==> config.mk <==
export PLATFORM = sky130hd
export DESIGN_NAME = vga_fml_arbiter_flat
export DESIGN_NICKNAME = d
export VERILOG_FILES = /design/src/rtl/vga_fml_arbiter_pkg.sv /design/src/rtl/vga_fml_arbiter_if.sv /design/src/rtl/vga_fml_arbiter.sv /design/src/flat_wrapper.sv
export SDC_FILE = /design/constraint.sdc
export NUM_CORES = 1
export LEC_CHECK = 0
export ABC_AREA = 1
export CELL_PAD_IN_SITES_DETAIL_PLACEMENT = 1
export CELL_PAD_IN_SITES_GLOBAL_PLACEMENT = 2
export CORE_MARGIN = 4
export CORE_UTILIZATION = 28
export DETAILED_ROUTE_END_ITERATION = 12
export GPL_ROUTABILITY_DRIVEN = 0
export GPL_TIMING_DRIVEN = 0
export MAX_ROUTING_LAYER = met4
export PLACE_DENSITY_LB_ADDON = 0.1
export SLEW_MARGIN = 20
export SYNTH_ARGS = -nofsm -noshare
export SYNTH_HDL_FRONTEND = slang
export SYNTH_SLANG_ARGS = --single-unit
==> constraint.sdc <==
create_clock -name wb_clk_i -period 3.1 [get_ports wb_clk_i]
set_input_delay 0.775 -clock wb_clk_i [delete_from_list [all_inputs] [get_ports wb_clk_i]]
set_output_delay 0.775 -clock wb_clk_i [all_outputs]
set_load 0.03 [all_outputs]
==> src/rtl/vga_fml_arbiter_pkg.sv <==
// Shared types and constants for the VGA frame-buffer FML arbiter.
package vga_pkg;

   typedef enum logic [1:0] {
      IDLE,
      DISP,
      CPU,
      ACK
   } arb_state_e;

   localparam logic [24:0] FB_BASE_DEF = 25'h00B8000;
   localparam logic [15:0] ABORT_DATA  = 16'hFFFF;

endpackage

==> src/rtl/vga_fml_arbiter_if.sv <==
// FML (SDRAM) single-port bus: the arbiter drives it as master, the memory answers as slave.
interface vga_fml_arbiter_if #(
   parameter int unsigned FML_DEPTH = 25
);
   logic [FML_DEPTH-1:0] adr;
   logic                 stb;
   logic                 we;
   logic [1:0]           sel;
   logic [15:0]          dat_w;
   logic [15:0]          dat_r;
   logic                 ack;

   modport master (
      output adr, stb, we, sel, dat_w,
      input  dat_r, ack
   );

   modport slave (
      input  adr, stb, we, sel, dat_w,
      output dat_r, ack
   );
endinterface

==> src/rtl/vga_fml_arbiter.sv <==
// Shares one FML port between display fetch (priority) and CPU, with a CPU
// starvation guard and a per-transaction watchdog on fml ack.
module vga_fml_arbiter
   import vga_pkg::*;
#(
   parameter int unsigned          fml_depth      = 25,
   parameter logic [fml_depth-1:0] FB_BASE        = fml_depth'(FB_BASE_DEF),
   parameter int unsigned          MAX_DISP_BURST = 4,
   parameter int unsigned          TIMEOUT        = 255
) (
   input  logic                 wb_clk_i,
   input  logic                 wb_rst_ni,
   input  logic                 disp_stb_i,
   input  logic [17:1]          disp_adr_i,
   output logic [15:0]          disp_dat_o,
   output logic                 disp_ack_o,
   input  logic                 cpu_stb_i,
   input  logic                 cpu_we_i,
   input  logic [17:1]          cpu_adr_i,
   input  logic [1:0]           cpu_sel_i,
   input  logic [15:0]          cpu_dat_i,
   output logic [15:0]          cpu_dat_o,
   output logic                 cpu_ack_o,
   vga_fml_arbiter_if.master    fml,
   output logic                 err_o
);

   arb_state_e           state_q;
   logic [7:0]           starve_q;
   logic [7:0]           wd_q;
   logic [7:0]           wd_d;
   logic [fml_depth-1:0] fml_adr_q;
   logic                 fml_stb_q;
   logic                 fml_we_q;
   logic [1:0]           fml_sel_q;
   logic [15:0]          fml_do_q;
   logic [15:0]          disp_dat_q;
   logic                 disp_ack_q;
   logic [15:0]          cpu_dat_q;
   logic                 cpu_ack_q;
   logic                 err_q;

   logic [fml_depth-1:0] disp_fml_adr;
   logic [fml_depth-1:0] cpu_fml_adr;
   logic                 grant_disp;
   logic                 grant_cpu;
   logic                 timeout_hit;

   always_comb begin
      disp_fml_adr = FB_BASE + fml_depth'({disp_adr_i, 1'b0});
      cpu_fml_adr  = FB_BASE + fml_depth'({cpu_adr_i, 1'b0});
      grant_disp   = disp_stb_i && (!cpu_stb_i || (starve_q < 8'(MAX_DISP_BURST)));
      grant_cpu    = !grant_disp && cpu_stb_i;
      wd_d         = wd_q + 8'd1;
      timeout_hit  = (wd_d == 8'(TIMEOUT));
   end

   always_ff @(posedge wb_clk_i or negedge wb_rst_ni) begin
      if (!wb_rst_ni) begin
         state_q    <= IDLE;
         starve_q   <= '0;
         wd_q       <= '0;
         fml_adr_q  <= '0;
         fml_stb_q  <= 1'b0;
         fml_we_q   <= 1'b0;
         fml_sel_q  <= '0;
         fml_do_q   <= '0;
         disp_dat_q <= '0;
         disp_ack_q <= 1'b0;
         cpu_dat_q  <= '0;
         cpu_ack_q  <= 1'b0;
         err_q      <= 1'b0;
      end else begin
         case (state_q)
            IDLE: begin
               if (!cpu_stb_i) starve_q <= '0;
               if (grant_disp) begin
                  state_q   <= DISP;
                  fml_adr_q <= disp_fml_adr;
                  fml_stb_q <= 1'b1;
                  fml_we_q  <= 1'b0;
                  fml_sel_q <= 2'b11;
                  fml_do_q  <= '0;
                  wd_q      <= '0;
                  // grant_disp with a waiting CPU implies starve_q < MAX, so this saturates
                  if (cpu_stb_i) starve_q <= starve_q + 8'd1;
               end else if (grant_cpu) begin
                  state_q   <= CPU;
                  fml_adr_q <= cpu_fml_adr;
                  fml_stb_q <= 1'b1;
                  fml_we_q  <= cpu_we_i;
                  fml_sel_q <= cpu_sel_i;
                  fml_do_q  <= cpu_dat_i;
                  wd_q      <= '0;
                  starve_q  <= '0;
               end
            end

            DISP, CPU: begin
               if (fml.ack) begin
                  fml_stb_q <= 1'b0;
                  state_q   <= ACK;
                  if (state_q == DISP) begin
                     disp_dat_q <= fml.dat_r;
                     disp_ack_q <= 1'b1;
                  end else begin
                     if (!fml_we_q) cpu_dat_q <= fml.dat_r;
                     cpu_ack_q <= 1'b1;
                  end
               end else if (timeout_hit) begin
                  fml_stb_q <= 1'b0;
                  err_q     <= 1'b1;
                  state_q   <= ACK;
                  if (state_q == DISP) begin
                     disp_dat_q <= ABORT_DATA;
                     disp_ack_q <= 1'b1;
                  end else begin
                     cpu_dat_q <= ABORT_DATA;
                     cpu_ack_q <= 1'b1;
                  end
               end else begin
                  wd_q <= wd_d;
               end
            end

            ACK: begin
               disp_ack_q <= 1'b0;
               cpu_ack_q  <= 1'b0;
               err_q      <= 1'b0;
               state_q    <= IDLE;
            end

            default: state_q <= IDLE;
         endcase
      end
   end

   assign fml.adr    = fml_adr_q;
   assign fml.stb    = fml_stb_q;
   assign fml.we     = fml_we_q;
   assign fml.sel    = fml_sel_q;
   assign fml.dat_w  = fml_do_q;
   assign disp_dat_o = disp_dat_q;
   assign disp_ack_o = disp_ack_q;
   assign cpu_dat_o  = cpu_dat_q;
   assign cpu_ack_o  = cpu_ack_q;
   assign err_o      = err_q;

endmodule

==> src/flat_wrapper.sv <==
// flat-port wrapper written by rule: the top's interface ports become plain ports
module vga_fml_arbiter_flat import vga_pkg::*;
#(
   parameter int unsigned          fml_depth      = 25,
   parameter logic [fml_depth-1:0] FB_BASE        = fml_depth'(FB_BASE_DEF),
   parameter int unsigned          MAX_DISP_BURST = 4,
   parameter int unsigned          TIMEOUT        = 255
)
  (wb_clk_i, wb_rst_ni, disp_stb_i, disp_adr_i, disp_dat_o, disp_ack_o, cpu_stb_i, cpu_we_i, cpu_adr_i, cpu_sel_i, cpu_dat_i, cpu_dat_o, cpu_ack_o, err_o, fml_adr, fml_stb, fml_we, fml_sel, fml_dat_w, fml_dat_r, fml_ack);
  vga_fml_arbiter_if #(.FML_DEPTH(25)) fml_i ();
  input  logic wb_clk_i;
  input  logic wb_rst_ni;
  input  logic disp_stb_i;
  input  logic [17:1] disp_adr_i;
  output logic [15:0] disp_dat_o;
  output logic disp_ack_o;
  input  logic cpu_stb_i;
  input  logic cpu_we_i;
  input  logic [17:1] cpu_adr_i;
  input  logic [1:0] cpu_sel_i;
  input  logic [15:0] cpu_dat_i;
  output logic [15:0] cpu_dat_o;
  output logic cpu_ack_o;
  output logic err_o;
  output wire logic [$bits(fml_i.adr)-1:0] fml_adr;
  output wire logic [$bits(fml_i.stb)-1:0] fml_stb;
  output wire logic [$bits(fml_i.we)-1:0] fml_we;
  output wire logic [$bits(fml_i.sel)-1:0] fml_sel;
  output wire logic [$bits(fml_i.dat_w)-1:0] fml_dat_w;
  input wire logic [$bits(fml_i.dat_r)-1:0] fml_dat_r;
  input wire logic [$bits(fml_i.ack)-1:0] fml_ack;
  assign fml_adr = fml_i.adr;
  assign fml_stb = fml_i.stb;
  assign fml_we = fml_i.we;
  assign fml_sel = fml_i.sel;
  assign fml_dat_w = fml_i.dat_w;
  assign fml_i.dat_r = fml_dat_r;
  assign fml_i.ack = fml_ack;
  vga_fml_arbiter #(.fml_depth(fml_depth), .FB_BASE(FB_BASE), .MAX_DISP_BURST(MAX_DISP_BURST), .TIMEOUT(TIMEOUT)) u_core (.wb_clk_i(wb_clk_i), .wb_rst_ni(wb_rst_ni), .disp_stb_i(disp_stb_i), .disp_adr_i(disp_adr_i), .disp_dat_o(disp_dat_o), .disp_ack_o(disp_ack_o), .cpu_stb_i(cpu_stb_i), .cpu_we_i(cpu_we_i), .cpu_adr_i(cpu_adr_i), .cpu_sel_i(cpu_sel_i), .cpu_dat_i(cpu_dat_i), .cpu_dat_o(cpu_dat_o), .cpu_ack_o(cpu_ack_o), .fml(fml_i), .err_o(err_o));
endmodule
==> reports/results.tsv <==
metric	value	unit
portBuffers	147	
synthCells	539	
cts_buffers	9	
hold_class	input port to asynchronous set/reset pin	
ys_ff_latch	92	
arrival	2.61	ns
yosys.area_share.adder	2.79	%
cts_tree	yes	
die_h	135	microns
overflow	0	
design_power_total	6.92	mW
synth_cell_types	30	
grt_pass1_wl	24.2	mm
use_met1	20.7	%
gr-usage-all-layers	17.2	%
fin_hold_ws	0.307	ns
required	3.33	ns
setup_viol	0	
antenna_found_initial	0	
clock_skew	0.00813	ns
clockRootBuffer	clkbuf_16	
post_cts_buffers	0	
path_class	flop to flop	
startpoint_type	flop	
synth_area	4480	sq um
irDropWorstVdd	0.360	mV
met3_usage	5.48	%
yosysSeqAreaShare	51.4	%
io_pins	154	
finalSetupTns	0	ns
hpwl	11.0	mm
cts_hold_buf	0	
diodes	0	
worstMarginPinSlew	0.763	ns
power_density	1050	nW/um^2
dieArea	18100	sq um
synthMuxAreaShare	0	%
first_global_vias	4719	
num_vias	4236	
timing.final.hold_violations	0	
clk_latency	0.35	ns
htree_levels	3	
outcome	complete, no violations	
crit_path_max_fanout	10	
rows	45	
clk_pin_slew	0.06	ns
wl_per_cell	15.9	microns
cts-resized-gates	0	
grt_max_degree	63	
synth_compound_gate_area_share	5.11	%
crit_top_cell	nand2_1	
cellLeakagePower	3.05	nW
ys.warnings.count	0	
grt_busiest_layer	met2	
yosys.area_share.simple	33.7	%
slew_headroom	49.1	%
synth_top_family_by_area	simple AND/OR/NAND/NOR gates	
max_stage_delay	0.62	ns
final_nets	787	
cts.sinks	92	
met2_usage	28.0	%
synthXorXnorAreaFrac	0.391	%
initial_core_util	29.0	%
syn_avg_cell_area	8.31	sq um
period_share	76.8	%
ant_nets	0	
max_freq	0.420	GHz
endpoint_kind	flop	
synth_area_leader_cell	dfrtp_1	
finalMaxSlewViolations	0	
die_w	135	microns
drc	0	
first_iter_violations	137	
finalCriticalPeriod	2.38	ns
layout-drive-gt1-share	9.04	%
synth.top_cells.by_area	dfrtp_1 51%, nand2_1 15%, nand4_1 6.1%	
maxCapViolCount	0	
coreArea	15400	sq um
fin_util	42.7	%
rsz0062_at_grt	no	
viasPerCell	4.61	
drt-pass1-iter-count	4	
wl	14.7	mm
crit_chain	inv_1 > ha_1 > buf_2 > a21oi_1 > nand3_2 > nand2_1 > nand2_1	
synth_top_area_share	51.4	%
cts.path.max_buffers	2	
slowest_stage	a21oi_1	
area_growth	47.1	%
where the power goes:
part / switching, mW / internal, mW / total, mW
clock network: 0.494 / 0.733 / 1.23
logic: 2.34 / 1.33 / 3.67
registers: 0.321 / 1.69 / 2.01
cell usage in the layout (no fill, tap or decap):
cell,count
a21oi_2,1
o21ai_0,6
nand3_2,3
buf_2,2
nand2_8,1
nand4_1,44
buf_1,7
ha_1,10
clkbuf_16,9
a21oi_1,34
nand2_1,181
conb_1,6
buf_16,1
inv_6,1
nand3_1,26
buf_4,9
clkinvlp_4,2
xor2_1,2
o21bai_1,1
nor2_2,1
clkinv_1,1
nand2_2,3
nand2_4,1
nor2_4,3
dfrtp_1,92
bufinv_16,2
o211ai_1,1
clkbuf_1,15
clkdlybuf4s50_1,146
nand3_4,2
o21ai_1,1
nor2_1,44
or2_2,17
inv_2,2
clkbuf_8,1
inv_1,27
buf_6,3
final cells by class:
cell class              count  area [sq um]
well taps                 211           264
flip-flops and latches     92          2300
inverters                  30           113
plain buffers              34           179
clock inverters             5          83.8
clock buffers              11           243
multi-input cells         388          1910
repair buffers            148          1500
fillers                  1818          8840
Yosys cell counts:
cell,number
clkbuf_1,14
nor2_2,1
nand2_1,181
nand3_2,3
o211ai_1,1
conb_1,1
buf_2,2
nor2_1,44
dfrtp_1,92
inv_1,27
buf_4,9
o21bai_1,1
clkinv_1,1
o21ai_1,1
xor2_1,2
nand4_1,44
buf_6,2
ha_1,10
nand2_8,1
buf_1,7
nand2_4,1
inv_2,2
nor2_4,3
nand3_4,2
or2_2,17
a21oi_1,34
nand3_1,26
nand2_2,3
a21oi_2,1
o21ai_0,6
metrics by stage:
step | setup WS, ns | cells | area (sq um)
6_report | 0.719 | 919 | 6590
3_3_place_gp | -2.43 | 902 | 6230
3_5_place_dp | 0.338 | 903 | 6260
2_1_floorplan | 1.20 | 544 | 4500
4_1_cts | 0.705 | 919 | 6590
5_1_grt | 0.506 | 919 | 6590
worst paths after layout:
check / from / end / slack (ns) / depth (start not counted)
worst max-delay path: u_core.state_q[0] / u_core.wd_q[3] / 0.72 / 7
worst min-delay path: wb_rst_ni / u_core.wd_q[3] / 0.31 / 1
worst max register to register: u_core.state_q[0] / u_core.wd_q[3] / 0.72 / 7
worst min register to register: u_core.disp_dat_o[12] / u_core.disp_dat_o[12] / 0.47 / 2
max in group asynchronous: wb_rst_ni / u_core.disp_dat_o[3] / 2.17 / 2
min in group wb_clk_i: u_core.disp_dat_o[12] / u_core.disp_dat_o[12] / 0.47 / 2
cell families after synthesis:
family	after synthesis
xor gates and xnor gates	2
buffers and inverters	64
other	1
adders and majority gates	10
DFF	92
and+or+nand+nor	326
AOI/OAI and AO/OA	44
routing by layer:
layer  routed length [microns]  share of wire (%)  vias up
met4                       194                1.3        0
met3                      1020                7.0       15
met1                      6430                 44     2043
met5                         0                  0        -
met2                      7010                 48      112
li1                          -                  -     2066
worst max-delay path: cells and delay by family (launching register included):
| kind | cells | cell delay, ns |
|---|---|---|
| adder cells (fa/ha/maj) | 1 | 0.33 |
| AND/OR/NAND/NOR | 3 | 0.49 |
| AO/OA/AOI/OAI | 1 | 0.62 |
| flip-flops | 1 | 0.50 |
| buffers and inverters | 2 | 0.33 |
registers in the layout, indices dropped and copies added, names as in the netlist, named ones only:
| signal | cells |
|---|---|
| u_core.fml.adr | 19 |
| u_core.cpu_ack_o | 1 |
| u_core.fml.dat_w | 16 |
| u_core.fml.we | 1 |
| u_core.fml.sel | 2 |
| u_core.fml.stb | 1 |
| u_core.err_o | 1 |
| u_core.state_q | 2 |
| u_core.disp_dat_o | 16 |
| u_core.starve_q | 8 |
| u_core.wd_q | 8 |
| u_core.cpu_dat_o | 16 |
No activity file was read; power rests on OpenSTA's default activity.
